<file path="config.mk">
export PLATFORM = sky130hd
export DESIGN_NAME = app_mul_arbiter
export DESIGN_NICKNAME = d
export VERILOG_FILES = /design/src/rtl/app_mul_pkg.sv /design/src/rtl/app_mul_arbiter_rr.sv /design/src/rtl/app_mul_arbiter.sv
export SDC_FILE = /design/constraint.sdc
export NUM_CORES = 1
export LEC_CHECK = 0
export BUFFER_PORTS_ARGS = -buffer_cell sky130_fd_sc_hd__clkbuf_2
export CAP_MARGIN = 20
export CORE_AREA = 2 2 162 164
export CTS_CLUSTER_SIZE = 40
export DETAILED_ROUTE_END_ITERATION = 8
export DIE_AREA = 0 0 164 166
export GPL_ROUTABILITY_DRIVEN = 1
export PLACE_DENSITY_LB_ADDON = 0.1
export SYNTH_ARGS = -nofsm -noshare
export SYNTH_HDL_FRONTEND = slang
export SYNTH_SLANG_ARGS = --single-unit
export TNS_END_PERCENT = 30
</file>
<file path="constraint.sdc">
create_clock -name clk -period 6.99 [get_ports clk]
set_input_delay 0.3495 -clock clk [delete_from_list [all_inputs] [get_ports clk]]
set_output_delay 0.3495 -clock clk [all_outputs]
set_load 0.05 [all_outputs]
</file>
<file path="src/rtl/app_mul_pkg.sv">
// Shared types and constants for the approximate-multiplier arbiter slice.
package app_mul_pkg;

  typedef logic [15:0] mul_operand_t;
  typedef logic [31:0] mul_product_t;

  // Pipeline latency of the shared Mitchell multiplier instance.
  localparam int MITCHELL_LATENCY = 2;

  // In-flight IDs are sized for the largest supported requester count (8).
  localparam int MAX_ID_W = 3;

  typedef struct packed {
    logic                valid;
    logic [MAX_ID_W-1:0] id;
  } inflight_t;

endpackage

</file>
<file path="src/rtl/app_mul_arbiter_rr.sv">
// Combinational round-robin arbiter: first requester at or above the pointer wins, with wrap.
module rr_arbiter #(
  parameter int N     = 4,
  parameter int IDX_W = (N > 1) ? $clog2(N) : 1
) (
  input  logic [N-1:0]     req_i,
  input  logic [IDX_W-1:0] ptr_i,
  output logic [N-1:0]     gnt_o,
  output logic [IDX_W-1:0] idx_o,
  output logic             any_o
);

  // Scan N positions starting at the pointer and keep the first hit.
  always_comb begin
    int               j;
    logic [IDX_W-1:0] j_idx;
    gnt_o = '0;
    idx_o = '0;
    any_o = 1'b0;
    j     = 0;
    j_idx = '0;
    for (int k = 0; k < N; k++) begin
      j = int'(ptr_i) + k;
      if (j >= N) j = j - N;
      j_idx = IDX_W'(j);
      if (!any_o && req_i[j_idx]) begin
        any_o        = 1'b1;
        gnt_o[j_idx] = 1'b1;
        idx_o        = j_idx;
      end
    end
  end

endmodule

</file>
<file path="src/rtl/app_mul_arbiter.sv">
// Shares one fixed-latency multiplier among NUM_REQ requesters and routes each product back to its owner.
module app_mul_arbiter
  import app_mul_pkg::*;
#(
  parameter int NUM_REQ     = 4,
  parameter int MUL_LATENCY = MITCHELL_LATENCY,
  parameter int ID_W        = (NUM_REQ > 1) ? $clog2(NUM_REQ) : 1
) (
  input  logic                       clk,
  input  logic                       reset,
  input  logic                       enable,
  input  logic [NUM_REQ-1:0]         req_valid,
  output logic [NUM_REQ-1:0]         req_ready,
  input  mul_operand_t [NUM_REQ-1:0] req_a,
  input  mul_operand_t [NUM_REQ-1:0] req_b,
  input  logic [NUM_REQ-1:0]         req_sign,
  output mul_operand_t               mul_a,
  output mul_operand_t               mul_b,
  output logic                       mul_sign,
  input  mul_product_t               mul_product,
  output logic [NUM_REQ-1:0]         resp_valid,
  output logic [ID_W-1:0]            resp_id,
  output mul_product_t               resp_product,
  output logic                       idle,
  output logic [31:0]                ops_issued
);

  logic [NUM_REQ-1:0] gnt_raw;
  logic [ID_W-1:0]    gnt_idx;
  logic               gnt_any;
  logic               grant_en;
  logic               hs;

  logic [ID_W-1:0]    ptr_q, ptr_d;
  mul_operand_t       mul_a_q, mul_b_q;
  logic               mul_sign_q;
  logic [31:0]        ops_q;

  inflight_t          pipe_q [MUL_LATENCY+1];
  inflight_t          pipe_d [MUL_LATENCY+1];
  inflight_t          pipe_out;
  logic               busy;

  logic [NUM_REQ-1:0] resp_valid_q, resp_valid_d;
  logic [ID_W-1:0]    resp_id_q, resp_id_d;
  mul_product_t       resp_product_q, resp_product_d;

  rr_arbiter #(
    .N     (NUM_REQ),
    .IDX_W (ID_W)
  ) u_rr (
    .req_i (req_valid),
    .ptr_i (ptr_q),
    .gnt_o (gnt_raw),
    .idx_o (gnt_idx),
    .any_o (gnt_any)
  );

  // Grants are suppressed while draining and while reset is held, so req_ready reads 0 in reset.
  assign grant_en  = enable & reset;
  assign req_ready = gnt_raw & {NUM_REQ{grant_en}};
  assign hs        = gnt_any & grant_en;

  assign pipe_out  = pipe_q[MUL_LATENCY];

  // Pointer advance and in-flight shift register next state.
  always_comb begin
    ptr_d = ptr_q;
    if (hs) begin
      ptr_d = (gnt_idx == ID_W'(NUM_REQ - 1)) ? '0 : gnt_idx + ID_W'(1);
    end
    pipe_d[0].valid = hs;
    pipe_d[0].id    = MAX_ID_W'(gnt_idx);
    for (int s = 1; s <= MUL_LATENCY; s++) begin
      pipe_d[s] = pipe_q[s-1];
    end
  end

  // Response decode from the oldest pipeline stage; id and product hold between responses.
  always_comb begin
    resp_valid_d   = '0;
    resp_id_d      = resp_id_q;
    resp_product_d = resp_product_q;
    for (int i = 0; i < NUM_REQ; i++) begin
      resp_valid_d[i] = pipe_out.valid && (pipe_out.id == MAX_ID_W'(i));
    end
    if (pipe_out.valid) begin
      resp_id_d      = pipe_out.id[ID_W-1:0];
      resp_product_d = mul_product;
    end
  end

  // Any operation still travelling through the multiplier keeps the unit busy.
  always_comb begin
    busy = 1'b0;
    for (int s = 0; s <= MUL_LATENCY; s++) begin
      busy = busy | pipe_q[s].valid;
    end
  end

  // Operand capture, pointer and issue counter update on a handshake.
  always_ff @(posedge clk or negedge reset) begin
    if (!reset) begin
      ptr_q      <= '0;
      mul_a_q    <= '0;
      mul_b_q    <= '0;
      mul_sign_q <= 1'b0;
      ops_q      <= '0;
    end else begin
      ptr_q <= ptr_d;
      if (hs) begin
        mul_a_q    <= req_a[gnt_idx];
        mul_b_q    <= req_b[gnt_idx];
        mul_sign_q <= req_sign[gnt_idx];
        ops_q      <= ops_q + 32'd1;
      end
    end
  end

  // In-flight ID tracking; reset discards every outstanding operation.
  always_ff @(posedge clk or negedge reset) begin
    if (!reset) begin
      for (int s = 0; s <= MUL_LATENCY; s++) begin
        pipe_q[s] <= '0;
      end
    end else begin
      for (int s = 0; s <= MUL_LATENCY; s++) begin
        pipe_q[s] <= pipe_d[s];
      end
    end
  end

  // Registered response outputs.
  always_ff @(posedge clk or negedge reset) begin
    if (!reset) begin
      resp_valid_q   <= '0;
      resp_id_q      <= '0;
      resp_product_q <= '0;
    end else begin
      resp_valid_q   <= resp_valid_d;
      resp_id_q      <= resp_id_d;
      resp_product_q <= resp_product_d;
    end
  end

  assign mul_a        = mul_a_q;
  assign mul_b        = mul_b_q;
  assign mul_sign     = mul_sign_q;
  assign resp_valid   = resp_valid_q;
  assign resp_id      = resp_id_q;
  assign resp_product = resp_product_q;
  assign ops_issued   = ops_q;
  assign idle         = ~busy & ~(|req_ready);

endmodule

</file>
**After elaboration in Yosys (flattened, before gate mapping)**

Index checks and enable logic that the tools add are counted.

- Add/subtract/negate cells: 9
- $lt $le $gt $ge: 13
- Eq/ne operators: 4
- Multiplexer cells: 39
- Bitwise operators: 11
- Reductions and logical operators: 16

Operators with widths:

| operator | number |
|---|---|
| 16-bit binary-select mux with 2-bit select | 2 |
| 32-bit by 1-bit adder with 32-bit output, second input constant | 1 |
| 16-bit 2-to-1 mux | 2 |
| 2-bit 2-to-1 mux | 9 |
| 4-bit 2-to-1 mux | 4 |
| 2-bit by 3-bit less-than comparator with 1-bit output, second input constant | 5 |
| 1-bit 2-to-1 mux | 13 |
| 4-bit OR | 3 |
| 1-bit logical AND | 11 |
| 1-bit binary-select mux with 2-bit select | 5 |
| 3-bit >= comparator, second input constant | 3 |
| 1-bit demux with 2-bit select | 4 |
| 2-bit by 1-bit >= comparator with 1-bit output, second input constant | 4 |
| 2-bit by 1-bit subtractor with 2-bit output, second input constant | 4 |
| 2-bit by 2-bit adder with 3-bit output, second input constant | 2 |
| 2-bit == test, second input constant | 3 |
| 4-bit bitwise AND | 1 |
| 4-bit OR reduction | 1 |
| 2-bit by 1-bit adder with 3-bit output, second input constant | 1 |
| 1-bit bitwise AND | 3 |
| 2-bit by 3-bit >= comparator with 1-bit output, second input constant | 1 |
| 1-bit logical NOT | 3 |
| 3-bit logical NOT | 1 |
| 2-bit by 1-bit adder with 2-bit output, second input constant | 1 |
| 3 further kinds | 5 |

- Register bits: 114
- Input bits: 171
- Output and inout port bits: 108
- Word-level logic and storage cells: 106

**Longest topological paths before layout**

- Depth in word-level cells: 18
- Gate-level depth with buffers: 13
- Mapped depth without buffers: 8

**Cells and area by module**

A second synthesis with hierarchy kept.

- Cells, all modules: 470
- Area, all modules: 5681.7 sq um

By module, submodules not included:

| module | instances | cells each | area each (sq um) | sequential area each (sq um) |
|---|---|---|---|---|
| app_mul_arbiter | 1 | 425 | 5260.0 | 2852.7 |
| rr_arbiter | 1 | 45 | 421.7 | 0.0 |

**Least setup slack after synthesis**

No wires, ideal clock.

- Path kind: register to output
- Start: register ptr_q[0]
- End: output idle
- Arrival time: 4.710 ns
- Data required time: 6.641 ns
- Setup slack: 1.931 ns
- Cell stages (with the launch flop): 11
- Buffers on the path: 4
- Cells stage by stage: dfrtp_1 -> buf_2 -> inv_2 -> clkbuf_1 -> ha_1 -> clkbuf_1 -> mux4_2 -> buf_2 -> a221o_1 -> a32o_1 -> nor4_1

- Word-level cells in the longest chain between the ends: 18
- Elaborated cells on any way between the ends: 63
- Those cells by class: add/sub: 7; order compare: 12; mux: 27; bitwise: 6; reduce/logical: 11

RTL lines:

| element | RTL line | RTL |
|---|---|---|
| start, declared | app_mul_arbiter.sv:34 | `logic [ID_W-1:0] ptr_q, ptr_d;` |
| start signal, assigned | app_mul_arbiter.sv:110 | `ptr_q <= ptr_d;` |
| branches (longest 13 deep; another with 2-bit by 1-bit adder with 3-bit output) | -- |  |
| 4-bit 2-to-1 mux (*) | app_mul_arbiter_rr.sv:26 | `if (!any_o && req_i[j_idx]) begin` |
| 4-bit bitwise AND (*) | app_mul_arbiter.sv:61 | `assign req_ready = gnt_raw & {NUM_REQ{grant_en}};` |
| named net req_ready[2] | app_mul_arbiter.sv:13 | `output logic [NUM_REQ-1:0] req_ready,` |
| 4-bit OR reduction (*) | app_mul_arbiter.sv:153 | `assign idle = ~busy & ~(\|req_ready);` |
| 1-bit NOT (*) | app_mul_arbiter.sv:153 |  |
| 1-bit bitwise AND (*) | app_mul_arbiter.sv:153 |  |
| end, declared | app_mul_arbiter.sv:24 | `output logic idle,` |

Mark *: on every way through the listed nets, which the timed path passes. The select of a mux whose other input is x is not followed.

**Worst setup path in the final report**

- Start: register ptr_q[0]
- End: output idle

- Word-level cells in the longest chain between the ends: 18
- Elaborated cells on any way between the ends: 63
- Those cells by class: add/sub: 7; order compare: 12; mux: 27; bitwise: 6; reduce/logical: 11

RTL lines:

| element | RTL line |
|---|---|
| branches (longest 13 deep; another with 2-bit by 1-bit adder with 3-bit output) | -- |
| 4-bit 2-to-1 mux (*) | app_mul_arbiter_rr.sv:26 |
| 4-bit bitwise AND (*) | app_mul_arbiter.sv:61 |
| 4-bit OR reduction (*) | app_mul_arbiter.sv:153 |
| 1-bit NOT (*) | app_mul_arbiter.sv:153 |
| 1-bit bitwise AND (*) | app_mul_arbiter.sv:153 |

Mark *: on every way between the ends. The select of a mux whose other input is x is not followed.

==> results.json <==
{
  "status": "completed",
  "report.final.setup_viol": 0,
  "post_cts.repair.setup_buffers": 0,
  "clock_insertion_delay_worst_skew_ns": 0.42,
  "final.period_utilization_pct": 75.2,
  "synth_ff_type": "sky130_fd_sc_hd__dfrtp_1",
  "timing.critical_path.slowest_cell_delay_ns": 0.88,
  "share_of_final_layout_standard_cells_stronger_than_drive_strength_1_pct": 39.4,
  "drt-met1-wl_mm": 12.7,
  "clk_pin_slew_worst_paths_ns": 0.06,
  "timing.critical_path.arrival_ns": 4.91,
  "number_of_global_route_vias_before_repair": 7638,
  "timing_worst_slew_pin_value_ns": 1.09,
  "initialDrtViolationCount": 548,
  "p_leak_nw": 4.42,
  "core_region_area_um2": 25600,
  "gr-total-overflow": 0,
  "netlist_top_cells_area": "sky130_fd_sc_hd__dfrtp_1 38%, sky130_fd_sc_hd__a2111oi_2 5.6%, sky130_fd_sc_hd__mux2_2 5.5%",
  "fillCellCount": 2666,
  "floorplan.initialDensity_pct": 29.4,
  "total_vias_in_the_final_route": 7685,
  "post_synth_mux_area_share_pct": 7.25,
  "rsz0062_at_grt": "no",
  "top_area_cell_type_share_of_the_netlist_area_pct": 37.8,
  "hold_slack_ns": 0.166,
  "p_per_area_nw_per_um2": 449,
  "fp.dieArea_um2": 27200,
  "route.met2.wl_mm": 13.1,
  "synth_area_per_cell_um2": 9.49,
  "preCtsSetupSlack_ns": 2.15,
  "final_cells": 1369,
  "critical-path-top-delay-family": "buffers and inverters",
  "critPathBufInv": 3,
  "layout.area.seq_um2": 2850,
  "cts-buffers-inserted": 17,
  "areaGrowthSynthToFinish_pct": 29.3,
  "final-max-slew-violation-count": 0,
  "viasPerCell": 5.61,
  "critPathCaptureType": "output pin",
  "area_of_the_mapped_netlist_um2": 7540,
  "post_synth_xor_area_fraction_pct": 3.72,
  "top_signal_layer_used": "met4",
  "clock_tree.buffer_depth": 2,
  "place_congestion": 0.794,
  "synthesis.nets": 974,
  "final.setup_skew_ns": 0.0152,
  "diodes": 0,
  "global_routing_usage_summed_across_all_routing_layers_pct": 20.5,
  "multi_input_area_um2": 4240,
  "detail_route.drc_violations": 0,
  "maxCapViolCount": 0,
  "critical_path.max_fanout": 74,
  "final_common_cell": "sky130_fd_sc_hd__clkbuf_2",
  "most-common-layout-cells": "277 x sky130_fd_sc_hd__clkbuf_2, 113 x sky130_fd_sc_hd__dfrtp_1, 69 x sky130_fd_sc_hd__a21oi_1, 46 x sky130_fd_sc_hd__nor2_1, 43 x sky130_fd_sc_hd__nand3_1",
  "yosysSeqAreaShare_pct": 37.8,
  "portBuffers": 278,
  "synth-async-reset-ratio_pct": 100,
  "detail-route-antenna-nets": 0,
  "place.detailed.hpwl_mm": 18.2,
  "clk_root_buffer_cell": "sky130_fd_sc_hd__clkbuf_16",
  "synthDominantAreaCellType": "sky130_fd_sc_hd__dfrtp_1",
  "slowest_stage": "sky130_fd_sc_hd__nand2b_2",
  "boundaryPins": 279,
  "synth_top_family_by_area": "compound AO/OA/AOI/OAI gates",
  "die_boundary_width_um": 164,
  "synth-warning-count": 0,
  "cell_area_after_layout_um2": 9750,
  "timing.max_slew.rel_slack_pct": 27.4,
  "initial_antenna_violation_count": 0,
  "nets": 1200,
  "detail_route.first_pass.iterations": 4,
  "post-route-min-period_ns": 5.26,
  "worst_hold_path_type": "in2reg",
  "maximum_number_of_pins_on_one_net_before_global_route_repair": 81,
  "postSynthCellCount": 795,
  "routed_wirelength_mm": 28.4,
  "die_y_um": 166,
  "tns_ns": 0,
  "max_freq_ghz": 0.190,
  "crit_type": "reg2out",
  "critical_path_required_ns": 6.64,
  "ctsResizeCount": 0,
  "clock_tree_from_tritoncts": "done",
  "placed_cells_incl_taps": 1335,
  "yosys_register_bits": 114,
  "cts-hold-fix-buffers": 1,
  "layout_setup_ws_ns": 1.73,
  "synth_adder_area_share_pct": 1.33,
  "final-hold-violation-count": 0,
  "vdd_ir_drop_max_mv": 0.238,
  "htree_depth": 4,
  "timing.critical_path.from_type": "flop",
  "simple_logic_cell_fraction_of_the_synthesized_area_pct": 12.6,
  "first_pass_grt_wire_length_mm": 43.6,
  "detailed_place.area_um2": 9170,
  "ordered_list_of_cells_on_the_worst_path": "inv_2, ha_1, mux4_2, buf_4, nand2b_2, o21ai_0, a32o_1, nor4_1, clkbuf_2",
  "synth_enable_flop_cells": 0,
  "placementRows": 59,
  "drt-wirelength-per-cell_um": 20.8,
  "synth_compound_area_share_pct": 30.4,
  "synth_cell_type_count": 47,
  "wl_met3_mm": 2.05,
  "tritoncts_num_sinks": 114
}
sequential cells by signal, indices dropped and copies added, names as in the netlist, 3 cells and up:
register,flops
resp_valid,4
pipe_d,6
pipe_out,3
mul_b,16
ops_issued,32
resp_product,32
mul_a,16
through the flow:
step / util (%) / total power, mW
floorplan: - / 2.85
detailed placement: 35.8 / 3.54
global route: 38.1 / 4.64
finish: 38.1 / 4.37
global placement: 35.8 / 3.53
CTS: 38.0 / 4.38
layer usage:
layer  vias to the layer above  GRT usage [%]
li1                       3531              -
met1                      3722           28.7
met2                       394           31.8
met3                        38           3.42
met4                         0           7.36
met5                         -              0
logic make-up (layout without fill, tap and decap cells):
kind of cell,Yosys count,count (layout)
muxes,45,45
xor gates and xnor gates,32,32
AOI/OAI and AO/OA,281,281
DFF,114,114
buffers and inverters,130,369
adders and majority gates,8,8
and+or+nand+nor,185,185
report_power, final:
group / internal (mW) / switching [mW]
Clock: 0.462 / 0.356
Combinational: 0.747 / 1.85
Sequential: 0.830 / 0.129
path summary, 6_finish.rpt:
| kind | start | endpoint | slack [ns] | cells after the start |
|---|---|---|---|---|
| hold reg to reg | pipe_d[1] | pipe_out[1] | 0.34 | 0 |
| min in group asynchronous | reset | ops_issued[29] | 0.52 | 2 |
| max in group asynchronous | reset | ptr_q[0] | 5.01 | 3 |
| setup reg to reg | ptr_q[0] | mul_sign | 2.37 | 8 |
| hold / removal | mul_product[12] | resp_product[12] | 0.17 | 2 |
| setup / recovery | ptr_q[0] | idle | 1.73 | 9 |
cell usage after synthesis (3+ instances only):
cell type,count
sky130_fd_sc_hd__nand2b_1,5
sky130_fd_sc_hd__and3_1,37
sky130_fd_sc_hd__mux4_2,4
sky130_fd_sc_hd__buf_1,4
sky130_fd_sc_hd__xor2_1,13
sky130_fd_sc_hd__and4_1,3
sky130_fd_sc_hd__xnor2_1,19
sky130_fd_sc_hd__a21oi_1,71
sky130_fd_sc_hd__a2111oi_0,37
sky130_fd_sc_hd__a2111oi_2,28
sky130_fd_sc_hd__buf_6,3
sky130_fd_sc_hd__nor3_1,3
sky130_fd_sc_hd__nor2b_1,3
sky130_fd_sc_hd__buf_2,5
sky130_fd_sc_hd__nand4_1,9
sky130_fd_sc_hd__a22o_1,32
sky130_fd_sc_hd__clkbuf_1,74
sky130_fd_sc_hd__nand3_1,43
sky130_fd_sc_hd__dfrtp_1,114
sky130_fd_sc_hd__ha_1,8
sky130_fd_sc_hd__inv_1,40
sky130_fd_sc_hd__nor4_1,4
sky130_fd_sc_hd__inv_2,4
sky130_fd_sc_hd__a221oi_1,33
sky130_fd_sc_hd__a211oi_1,34
sky130_fd_sc_hd__o211ai_1,32
sky130_fd_sc_hd__nor2_1,47
sky130_fd_sc_hd__mux2_2,37
sky130_fd_sc_hd__mux2i_1,4
sky130_fd_sc_hd__nand2_1,21
final cells by class:
| type | count | share of cell area, % |
|---|---|---|
| clock buffer | 17 | 4.36 |
| clock inverter | 15 | 1.26 |
| inverter | 44 | 1.69 |
| multi-input combinational | 551 | 43.4 |
| sequential | 114 | 29.3 |
| tap | 335 | 4.30 |
| timing repair buffer | 293 | 15.7 |
Power figures use the tool's default switching activity.
